==> src/rtl/rect_fill.sv <==
// rect_fill: clipped rectangle pixel-plot engine for the VGA adapter, column-major scan.
// Optional RECT_FILL_PAUSE_EN adds a pause input that stalls the scan.
module rect_fill #(
  parameter int SCREEN_W = 160,
  parameter int SCREEN_H = 120,
  parameter int X_W      = 8,
  parameter int Y_W      = 7,
  parameter int COLOUR_W = 3
) (
  input  logic                clk,
  input  logic                rst,
  input  logic                start,
  input  logic [X_W-1:0]      x0,
  input  logic [Y_W-1:0]      y0,
  input  logic [X_W-1:0]      w,
  input  logic [Y_W-1:0]      h,
  input  logic [1:0]          mode,
  input  logic [COLOUR_W-1:0] colour,
`ifdef RECT_FILL_PAUSE_EN
  input  logic                pause,
`endif
  output logic                busy,
  output logic                done,
  output logic [X_W-1:0]      vga_x,
  output logic [Y_W-1:0]      vga_y,
  output logic [COLOUR_W-1:0] vga_colour,
  output logic                vga_plot
);
  typedef enum logic [1:0] {IDLE, FILL, DONE} state_t;
  localparam logic [X_W:0] XS = (X_W+1)'(SCREEN_W);
  localparam logic [Y_W:0] YS = (Y_W+1)'(SCREEN_H);
  state_t state, state_n;
  logic [X_W-1:0] x;
  logic [Y_W-1:0] y, ys;
  logic [X_W:0] xe, xsum, xe_n;
  logic [Y_W:0] ye, ysum, ye_n;
  logic [1:0] md;
  logic [COLOUR_W-1:0] col, pix;
  logic empty, y_wrap, last, stall;
`ifdef RECT_FILL_PAUSE_EN
  assign stall = pause;
`else
  assign stall = 1'b0;
`endif
  // Sums are one bit wider than the coordinates so x0+w cannot wrap before clipping.
  always_comb begin
    xsum = {1'b0, x0} + {1'b0, w};
    ysum = {1'b0, y0} + {1'b0, h};
    xe_n = (xsum > XS) ? XS : xsum;
    ye_n = (ysum > YS) ? YS : ysum;
    empty = (w == '0) || (h == '0) || ({1'b0, x0} >= XS) || ({1'b0, y0} >= YS);
    y_wrap = ({1'b0, y} + 1'b1) >= ye;
    last = y_wrap && (({1'b0, x} + 1'b1) == xe);
  end
  always_comb begin
    state_n = (state == IDLE) ? (start ? (empty ? DONE : FILL) : IDLE) :
              (state == FILL) ? ((last && !stall) ? DONE : FILL) :
              (start ? DONE : IDLE);
  end
  always_comb begin
    busy = state == FILL;
    pix = (md == 2'd0) ? col :
          (md == 2'd1) ? COLOUR_W'(x) :
          (md == 2'd2) ? COLOUR_W'(y) :
          ((x[0] ^ y[0]) ? ~col : col);
  end
  always_ff @(posedge clk) begin
    if (rst) begin
      state      <= IDLE;
      done       <= 1'b0;
      vga_plot   <= 1'b0;
      vga_x      <= '0;
      vga_y      <= '0;
      vga_colour <= '0;
      x          <= '0;
      y          <= '0;
      ys         <= '0;
      xe         <= '0;
      ye         <= '0;
      md         <= '0;
      col        <= '0;
    end else begin
      state    <= state_n;
      done     <= state == DONE;
      vga_plot <= (state == FILL) && !stall;
      if (state == IDLE && start) begin
        x   <= x0;
        y   <= y0;
        ys  <= y0;
        xe  <= xe_n;
        ye  <= ye_n;
        md  <= mode;
        col <= colour;
      end
      if (state == FILL && !stall) begin
        vga_x      <= x;
        vga_y      <= y;
        vga_colour <= pix;
        x          <= y_wrap ? x + 1'b1 : x;
        y          <= y_wrap ? ys : y + 1'b1;
      end
    end
  end
endmodule

==> config.mk <==
export PLATFORM = sky130hd
export DESIGN_NAME = rect_fill
export DESIGN_NICKNAME = d
export VERILOG_FILES = /design/src/rtl/rect_fill.sv
export SDC_FILE = /design/constraint.sdc
export NUM_CORES = 1
export LEC_CHECK = 0
export BUFFER_PORTS_ARGS = -buffer_cell sky130_fd_sc_hd__buf_2
export CAP_MARGIN = 20
export CORE_ASPECT_RATIO = 1.75
export CORE_MARGIN = 2
export CORE_UTILIZATION = 40
export DETAILED_ROUTE_END_ITERATION = 16
export HOLD_SLACK_MARGIN = 0.02
export PLACE_DENSITY = 0.59
export SYNTH_ARGS = -nofsm -noshare
export SYNTH_HDL_FRONTEND = slang
export SYNTH_SLANG_ARGS = --single-unit
==> constraint.sdc <==
create_clock -name clk -period 2.68 [get_ports clk]
set_input_delay 0.268 -clock clk [delete_from_list [all_inputs] [get_ports clk]]
set_output_delay 0.268 -clock clk [all_outputs]
set_load 0.05 [all_outputs]
## Yosys cells after proc, flatten, opt, wreduce, memory -nomap -nowiden

Cells that the tools add are included.

| cells by class | value |
|---|---|
| $add $sub $neg | 6 |
| order comparisons | 5 |
| equal/unequal tests | 6 |
| mux-type cells | 18 |
| bitwise gates (word level) | 2 |
| reduce and logical (&&, ||, !) cells | 11 |

Operator list:

| kind | count |
|---|---|
| two-way mux 8 bit | 4 |
| two-way mux 7 bit | 3 |
| two-way mux 2 bit | 6 |
| two-way mux 3 bit | 4 |
| adder 8 x 1 -> 9 bit (second input constant) | 1 |
| adder 8 x 8 -> 9 bit | 1 |
| == test 9 bit | 1 |
| > comparator 9 x 8 -> 1 bit (second input constant) | 1 |
| two-way mux 9 bit | 1 |
| adder 7 x 1 -> 8 bit (second input constant) | 1 |
| adder 7 x 7 -> 8 bit | 1 |
| adder 8 x 1 -> 8 bit (second input constant) | 1 |
| >= comparator 8 bit | 1 |
| >= comparator 8 bit (second input constant) | 1 |
| > comparator 8 x 7 -> 1 bit (second input constant) | 1 |
| zero test 8 bit | 1 |
| adder 7 x 1 -> 7 bit (second input constant) | 1 |
| >= comparator 7 bit (second input constant) | 1 |
| zero test 7 bit | 1 |
| == test 2 x 1 -> 1 bit (second input constant) | 2 |
| == test 2 bit (second input constant) | 2 |
| zero test 2 bit | 2 |
| logical OR 1 bit | 3 |
| NOT 3 bit | 1 |
| 5 further kinds | 6 |

| storage, ports and cells | value |
|---|---|
| register bits after elaboration | 66 |
| input port bits | 38 |
| output and inout port bits | 21 |
| logic and storage cells | 61 |

## Longest topological paths before layout

Gate-level depths: netlist of the first run.

| depth | value |
|---|---|
| depth in word-level cells | 7 |
| gate-level depth with buffers | 11 |
| gate-level depth less buffers | 10 |

## Worst setup path after synthesis of the first run

OpenSTA, ideal clock, no wires.

| path | value |
|---|---|
| path type | register -> register |
| from | register y[1] |
| to | register x[1] |
| setup time | 123 ps |
| data arrival time | 2386 ps |
| required time | 2557 ps |
| slack | 171 ps |
| stages on the path, launching flop included | 11 |
| buffers on the path | 0 |
| clock period less this slack | 2509 ps |
| cells stage by stage | dfxtp_1 ha_1 nand3_1 xnor2_1 ha_1 a21o_1 a21oi_1 o21ai_1 and2_1 a211oi_4 mux2_1 |

| on the way | value |
|---|---|
| cells in the longest elaborated chain, start to end | 4 |

RTL lines:

| element | RTL line | text |
|---|---|---|
| from (decl) | 34 | `logic [Y_W-1:0] y, ys;` |
| from (signal assigned) | 88 | `y <= y0;` |
| from (signal assigned) | 100 | `y <= y_wrap ? ys : y + 1'b1;` |
| adder 7 x 1 -> 8 bit | 52 | `y_wrap = ({1'b0, y} + 1'b1) >= ye;` |
| >= comparator 8 bit | 52 |  |
| inequality test 2 x 1 -> 1 bit (no line) | - |  |
| AND reduction 2 bit (no line) | - |  |
| to (signal assigned) | 99 | `x <= y_wrap ? x + 1'b1 : x;` |
| to (decl) | 33 | `logic [X_W-1:0] x;` |

No other way between the ends.
A chain may end at the register's enable or synchronous reset.

## Worst setup path after layout of the first run

| path | value |
|---|---|
| from | register y[1] |
| to | register y[0] |

| on the way | value |
|---|---|
| cells in the longest elaborated chain, start to end | 4 |

RTL lines:

| element | RTL line | text |
|---|---|---|
| adder 7 x 1 -> 8 bit | 52 |  |
| >= comparator 8 bit | 52 |  |
| two-way mux 7 bit | 100 |  |
| two-way mux 7 bit | 95 | `if (state == FILL && !stall) begin` |

No other way between the ends.

==> out/qor.yml, run 1 <==
floorplanning:
  fp-row-count: 49
  core_area_mm2: 0.01018
  die_area_mm2: 0.01120
  ios: 59
  initial_utilization: 0.4063
  die_w_um: 80.86
  dieHeight_um: 138.5
clocking:
  holdBufCountCts: 0
  clk_latency_ps: 340
  cts_sinks: 66
  cts_tree: "done"
  htree_num_levels: 3
  cts_made_buffers: 9
  clk_pin_slew_ps: 50
  clock_path_buffers: 2
  post_cts_resized: 0
  post_cts_buffers: 0
  cts-root-buf: "clkbuf_16"
global_routing:
  overflow: 0
  antenna_found_initial: 0
  grt_max_degree: 57
  grt_pass1_vias: 3940
  grt_pass1_wl_mm: 19.31
  grt_use_total: 0.2207
sta:
  timing.final.crit_period_ps: 2535
  whs_ps: 170.5
  relSlewSlack: 0.3504
  setup_slack_ps: 145.1
  fmax_mhz: 394.5
  tns_ps: 0
  skew_ps: 6.856
  maxSlewViolCount: 0
  period_share: 0.9459
  finalHoldViolations: 0
  tightest_slew_ps: 972.4
  finalSetupViolCount: 0
synthesis:
  synth_top_family_by_area: "compound AO/OA/AOI/OAI gates"
  synthAdderAreaFrac: 0.08533
  synthDistinctLibCells: 65
  ys_seq_area_frac: 0.3195
  syn_area_mm2: 0.004135
  synth-seq-cells: 66
  yosys.area.top_type_share: 0.3195
  synth_area_leader_cell: "dfxtp_1"
  synth_nets: 587
  yosys.area_share.simple: 0.2118
  yosys-top-cells-area: "dfxtp_1 32%, nand2_1 8.5%, ha_1 7.6%"
  synth_cells: 522
  synth_compound_area_frac: 0.2478
  yosys_warnings: 0
  synth_mux_area_frac: 0.02511
  avgSynthCellArea_um2: 7.922
  async_reset_ff_frac: 0
  synth_edf_count: 0
  ys.flop_type: "dfxtp_1"
  synth_xor_area_frac: 0.05083
drt:
  drtIter0Drc: 227
  vias_per_cell: 5.638
  drt_wl_total_mm: 11.65
  avgRoutedWirePerCell_um: 16.46
  dr.pass1.iters: 4
  drc: 0
  vias: 3992
  drtAntennaViolNets: 0
placement:
  dp_hpwl_mm: 8.894
  pre_cts_ws_ps: 131.9
  place_congestion: 0.8922
  dpl_cell_area_mm2: 0.004546
  numPortBuffers: 58
cells_and_area:
  final_cell_mix: "94 x nand2_1, 63 x dfxtp_1, 58 x buf_2"
  layout_commonest_cell: "nand2_1"
  nFillCells: 1047
  drive_above_1_share: 0.1738
  diodes: 0
  final_area_mm2: 0.004890
  multi_input_area_mm2: 0.002579
  seq_area_mm2: 0.001325
  syn_to_final_growth_pct: 18.25
  num-nets-final: 641
power_and_ir_drop:
  total_power_mw: 3.364
  p_leak_nw: 2.013
  ir_worst_vdd_mv: 0.3688
  p_per_area_mw_per_mm2: 688.0
critical_path:
  cp-start-kind: "flop"
  crit_path_max_fanout: 9
  cp_data_arrival_time_ps: 2730
  crit_path_end_kind: "flop"
  critPathKind: "flop to flop"
  worstPathRequired_ps: 2870
outcome:
  status: "finished clean"
flow_run:
  cap_violations: 0
hold_path:
  hold_path.class: "primary input to flop"
[critical path, cell delays in order (launching register included)]
cell and delay [ps]:
dfxtp_1 330, ha_1 230, nand3_1 140, xnor2_2 160
ha_1 290, a21o_1 160, a21oi_1 160, o21ai_2 110
a311o_1 400, buf_12 160, mux2i_1 140, o22ai_1 100
[flip-flops by register name, indices dropped and copies added (netlist names)]
signal and flops:
y 7, vga_colour 3, ys 7, vga_x 8, vga_y 7, xe 9, vga_plot 1, done 1
ye 8, md 2, x 8, state 2, col 3
[area by class of cell]
type	instances	area share
Multi-Input combinational cell	402	0.5274
Inverter	26	0.01996
Clock inverter	6	0.01842
Clock buffer	10	0.04887
Timing Repair Buffer	71	0.08188
Sequential cell	66	0.2710
Tap cell	127	0.03250
[metal layers]
metal / part of all wire / GRT usage / up-vias
li1: - / - / 1989
met1: 0.40 / 0.2505 / 1878
met2: 0.54 / 0.3950 / 107
met3: 0.040 / 0.04047 / 18
met4: 0.025 / 0.08653 / 0
met5: 0 / 0 / -
[kinds of logic after synthesis]
group	count (synthesis)
and+or+nand+nor	189
AOI/OAI and AO/OA	153
DFF	66
buffers and inverters	54
adders and majority gates	27
xor gates and xnor gates	24
muxes	9
[Yosys cell counts (7+ instances only)]
master and count:
a21o_1 7, clkbuf_1 16, nand2b_1 7, nand3_1 10
ha_1 25, a22oi_1 7, o22ai_1 8, o31ai_1 8
o21ai_0 27, dfxtp_1 66, a21oi_1 46, nor3_1 13
nand2_1 94, nor2_1 24, inv_1 25, xor2_1 10
mux2i_1 7, xnor2_1 14
[metrics by stage]
step                      utilization  instances
final                          0.4805        708
after global routing           0.4805        708
after CTS                      0.4790        708
after detailed placement       0.4466        692
after global placement         0.4466        692
after floorplan                     -        522
[where the power goes]
part / internal [mW] / switching, mW
clock network: 0.840 / 0.448
registers: 1.07 / 0.0912
logic: 0.376 / 0.543
total: 2.28 / 1.08
[worst paths after layout]
| path | start | to | slack (ps) | cells past startpoint |
|---|---|---|---|---|
| setup / recovery | y[1] | y[0] | 150 | 11 |
| hold / removal | colour[0] | col[0] | 170 | 3 |
| setup reg to reg | y[1] | y[0] | 150 | 11 |
| hold reg to reg | vga_y[0] | vga_y[0] | 450 | 2 |
(Power assumes the default switching activity.)
==> run 2, diff against run 1 <==
--- a/config.mk
+++ b/config.mk
@@ -13,6 +13,7 @@
 export DETAILED_ROUTE_END_ITERATION = 16
 export HOLD_SLACK_MARGIN = 0.02
 export PLACE_DENSITY = 0.59
+export REMOVE_ABC_BUFFERS = 1
 export SYNTH_ARGS = -nofsm -noshare
 export SYNTH_HDL_FRONTEND = slang
 export SYNTH_SLANG_ARGS = --single-unit
==> run 2 against run 1 <==
Final cell count increased by 0.14%; largest cell class unchanged; clock power decreased by 16%; sequential cell count unchanged; via count decreased by 0.88%; design area decreased by 1.4%.
==> out/qor.yml, run 2 (same netlist as run 1, synthesis figures left out) <==
cells_and_area:
  syn_to_final_growth_pct: 16.64
  finalNonFillerCells: 709  # +0.14%
  layout_commonest_cell: "nand2_1"
  drive_above_1_share: 0.1667  # -0.007172
  diodes: 0  # unchanged
  largest_register: "xe"
  post-route-util: 0.4739  # -0.006515
  final_cell_mix: "94 x nand2_1, 65 x dfxtp_1, 58 x buf_2"
  num-nets-final: 643  # +0.31%
  largest_reg_flops: 9  # unchanged
critical_path:
  cp-start-kind: "flop"
  critPathBufInv: 0  # -1
  cp_data_arrival_time_ps: 2710  # -20 ps
  critPathTopFamily: "compound AO/OA/AOI/OAI gates"
  critPathKind: "flop to flop"
  crit_path_end_kind: "flop"
  slowest_delay_ps: 340  # -60 ps
  crit_path_max_fanout: 3  # -6
  crit_top_cell: "ha_1"
  critPathSlowestCell: "mux2_1"
  worstPathRequired_ps: 2890  # +20 ps
  path_cells: "ha_1 > nand3_1 > xnor2_1 > ha_1 > a21o_1 > a21oi_1 > o21ai_1 > and2_1 > a211oi_4 > mux2_1"
clocking:
  cts_made_buffers: 9  # unchanged
  holdBufCountCts: 0  # unchanged
  cts_tree: "done"
  clk_pin_slew_ps: 50  # about the same
  cts_sinks: 66  # unchanged
  clk_latency_ps: 330  # about the same
  clock_path_buffers: 2  # unchanged
  htree_num_levels: 3  # unchanged
  cts-root-buf: "clkbuf_16"
  post_cts_buffers: 0  # unchanged
power_and_ir_drop:
  p_int_mw: 2.102  # -7.9%
  p_leak_nw: 1.983  # -1.5%
  seqPwrFrac: 0.365  # +0.021
  power_frac_comb: 0.292  # +0.019
  p_per_area_mw_per_mm2: 650.3  # -5.5%
  p_switching_mw: 1.035  # -4.4%
  p_sw_frac: 0.3298  # +0.008061
  ir_worst_vdd_mv: 0.2859  # -22%
  total_power_mw: 3.137  # -6.8%
  p_clk_frac: 0.344  # -0.039
sta:
  timing.final.crit_period_ps: 2495  # -40.13 ps
  maxSlewViolCount: 0  # unchanged
  skew_ps: 4.038  # -2.818 ps
  tightest_slew_ps: 656.5  # -315.9 ps
  finalSetupViolCount: 0  # unchanged
  fmax_mhz: 400.8  # +1.6%
  period_share: 0.9309  # -0.01498
  rsz0062_at_grt: "no"
  relSlewSlack: 0.5607  # +0.2103
  finalHoldViolations: 0  # unchanged
placement:
  dp.cells: 694  # +0.29%
  numPortBuffers: 58  # unchanged
  place_congestion: 0.8865  # -0.64%
  dp_hpwl_mm: 8.623  # -3.0%
floorplanning:
  initial_utilization: 0.4063  # unchanged
  fp-row-count: 49  # unchanged
  die_w_um: 80.86  # unchanged
  core_area_mm2: 0.01018  # unchanged
  ios: 59  # unchanged
  dieHeight_um: 138.5  # unchanged
  die_area_mm2: 0.01120  # unchanged
drt:
  drt_wl_total_mm: 11.32  # -2.8%
  drc: 0  # unchanged
  avgRoutedWirePerCell_um: 15.97  # -3.0%
  drtAntennaViolNets: 0  # unchanged
  vias: 3957  # -0.88%
  drtIter0Drc: 240  # +5.7%
  dr.pass1.iters: 4  # unchanged
  vias_per_cell: 5.581  # -1.0%
global_routing:
  grt_pass1_wl_mm: 18.93  # -2.0%
  antenna_found_initial: 0  # unchanged
  grt_pass1_vias: 3886  # -1.4%
  grt_use_total: 0.2134  # -0.007343
  overflow: 0  # unchanged
  grt_max_degree: 36  # -37%
hold_path:
  hold_path.class: "primary input to flop"
outcome:
  status: "finished clean"
flow_run:
  cap_violations: 0  # unchanged
## run 2: cell types whose count changed in the layout (fill, tap and decap cells not counted), moves of 2 or more
| cell | change |
|---|---|
| clkinv_4 | -2 |
| clkbuf_1 | +2 |
| dfxtp_1 | +2 |
| bufinv_16 | -2 |
| buf_4 | +3 |
| dfxtp_2 | -2 |
## run 2: timing repair
action	CTS	global route
endpoints found under the hold margin	0	0
endpoints found under the setup margin	0	9
resized for setup	0	2
## run 2: worst reg2reg max path, delay by kind of cell (launching register included)
family	cells	cell delay (ps)
adders and majority gates	2	500
AOI/OAI and AO/OA	4	670
DFF	1	330
muxes	1	340
and+or+nand+nor	2	330
xor gates and xnor gates	1	220
## run 2: final timing paths
| check | start | endpoint | slack [ps] | cells past startpoint |
|---|---|---|---|---|
| setup reg to reg | y[0] | x[1] | 190 | 10 |
| setup / recovery | y[0] | x[1] | 190 | 10 |
| hold reg to reg | vga_x[5] | vga_x[5] | 450 | 2 |
| hold / removal | colour[0] | col[0] | 180 | 3 |
## run 2: power by group through the flow
stage               Combinational, mW  Sequential (mW)  Clock (mW)
floorplan                       0.580             1.19           0
global placement                0.898             1.16           0
detailed placement              0.914             1.16           0
CTS                             0.917             1.14        1.10
global route                     1.01             1.16        1.14
finish                          0.915             1.14        1.08
## run 2: final cells by class
class,instances,area (um^2)
clock buffer,13,260.3
clock inverter,2,12.51
fill,1066,5354
inverter,26,97.59
multi-input combinational,402,2569
sequential,66,1323
tap,127,158.9
timing repair buffer,73,402.9
## run 2: through the flow
step | cell area, um^2 | hold WS (ps) | setup WS (ps) | setup TNS (ps)
after global routing | 4823 | 187.7 | 27.73 | 0
final | 4823 | 178.0 | 185.2 | 0
after floorplan | 3986 | 337.1 | -175.3 | -741.9
after global placement | 4548 | 440.2 | 111.3 | 0
after CTS | 4821 | 171.5 | 22.89 | 0
after detailed placement | 4548 | 445.4 | 51.59 | 0
## run 2: per-layer routing
metal  track usage  vias up  wire length (um)
met5             0        -                 0
met4       0.09277        0               263
met3       0.02350       13               364
met2        0.3710       73              6056
met1        0.2580     1883              4637
li1              -     1988                 -
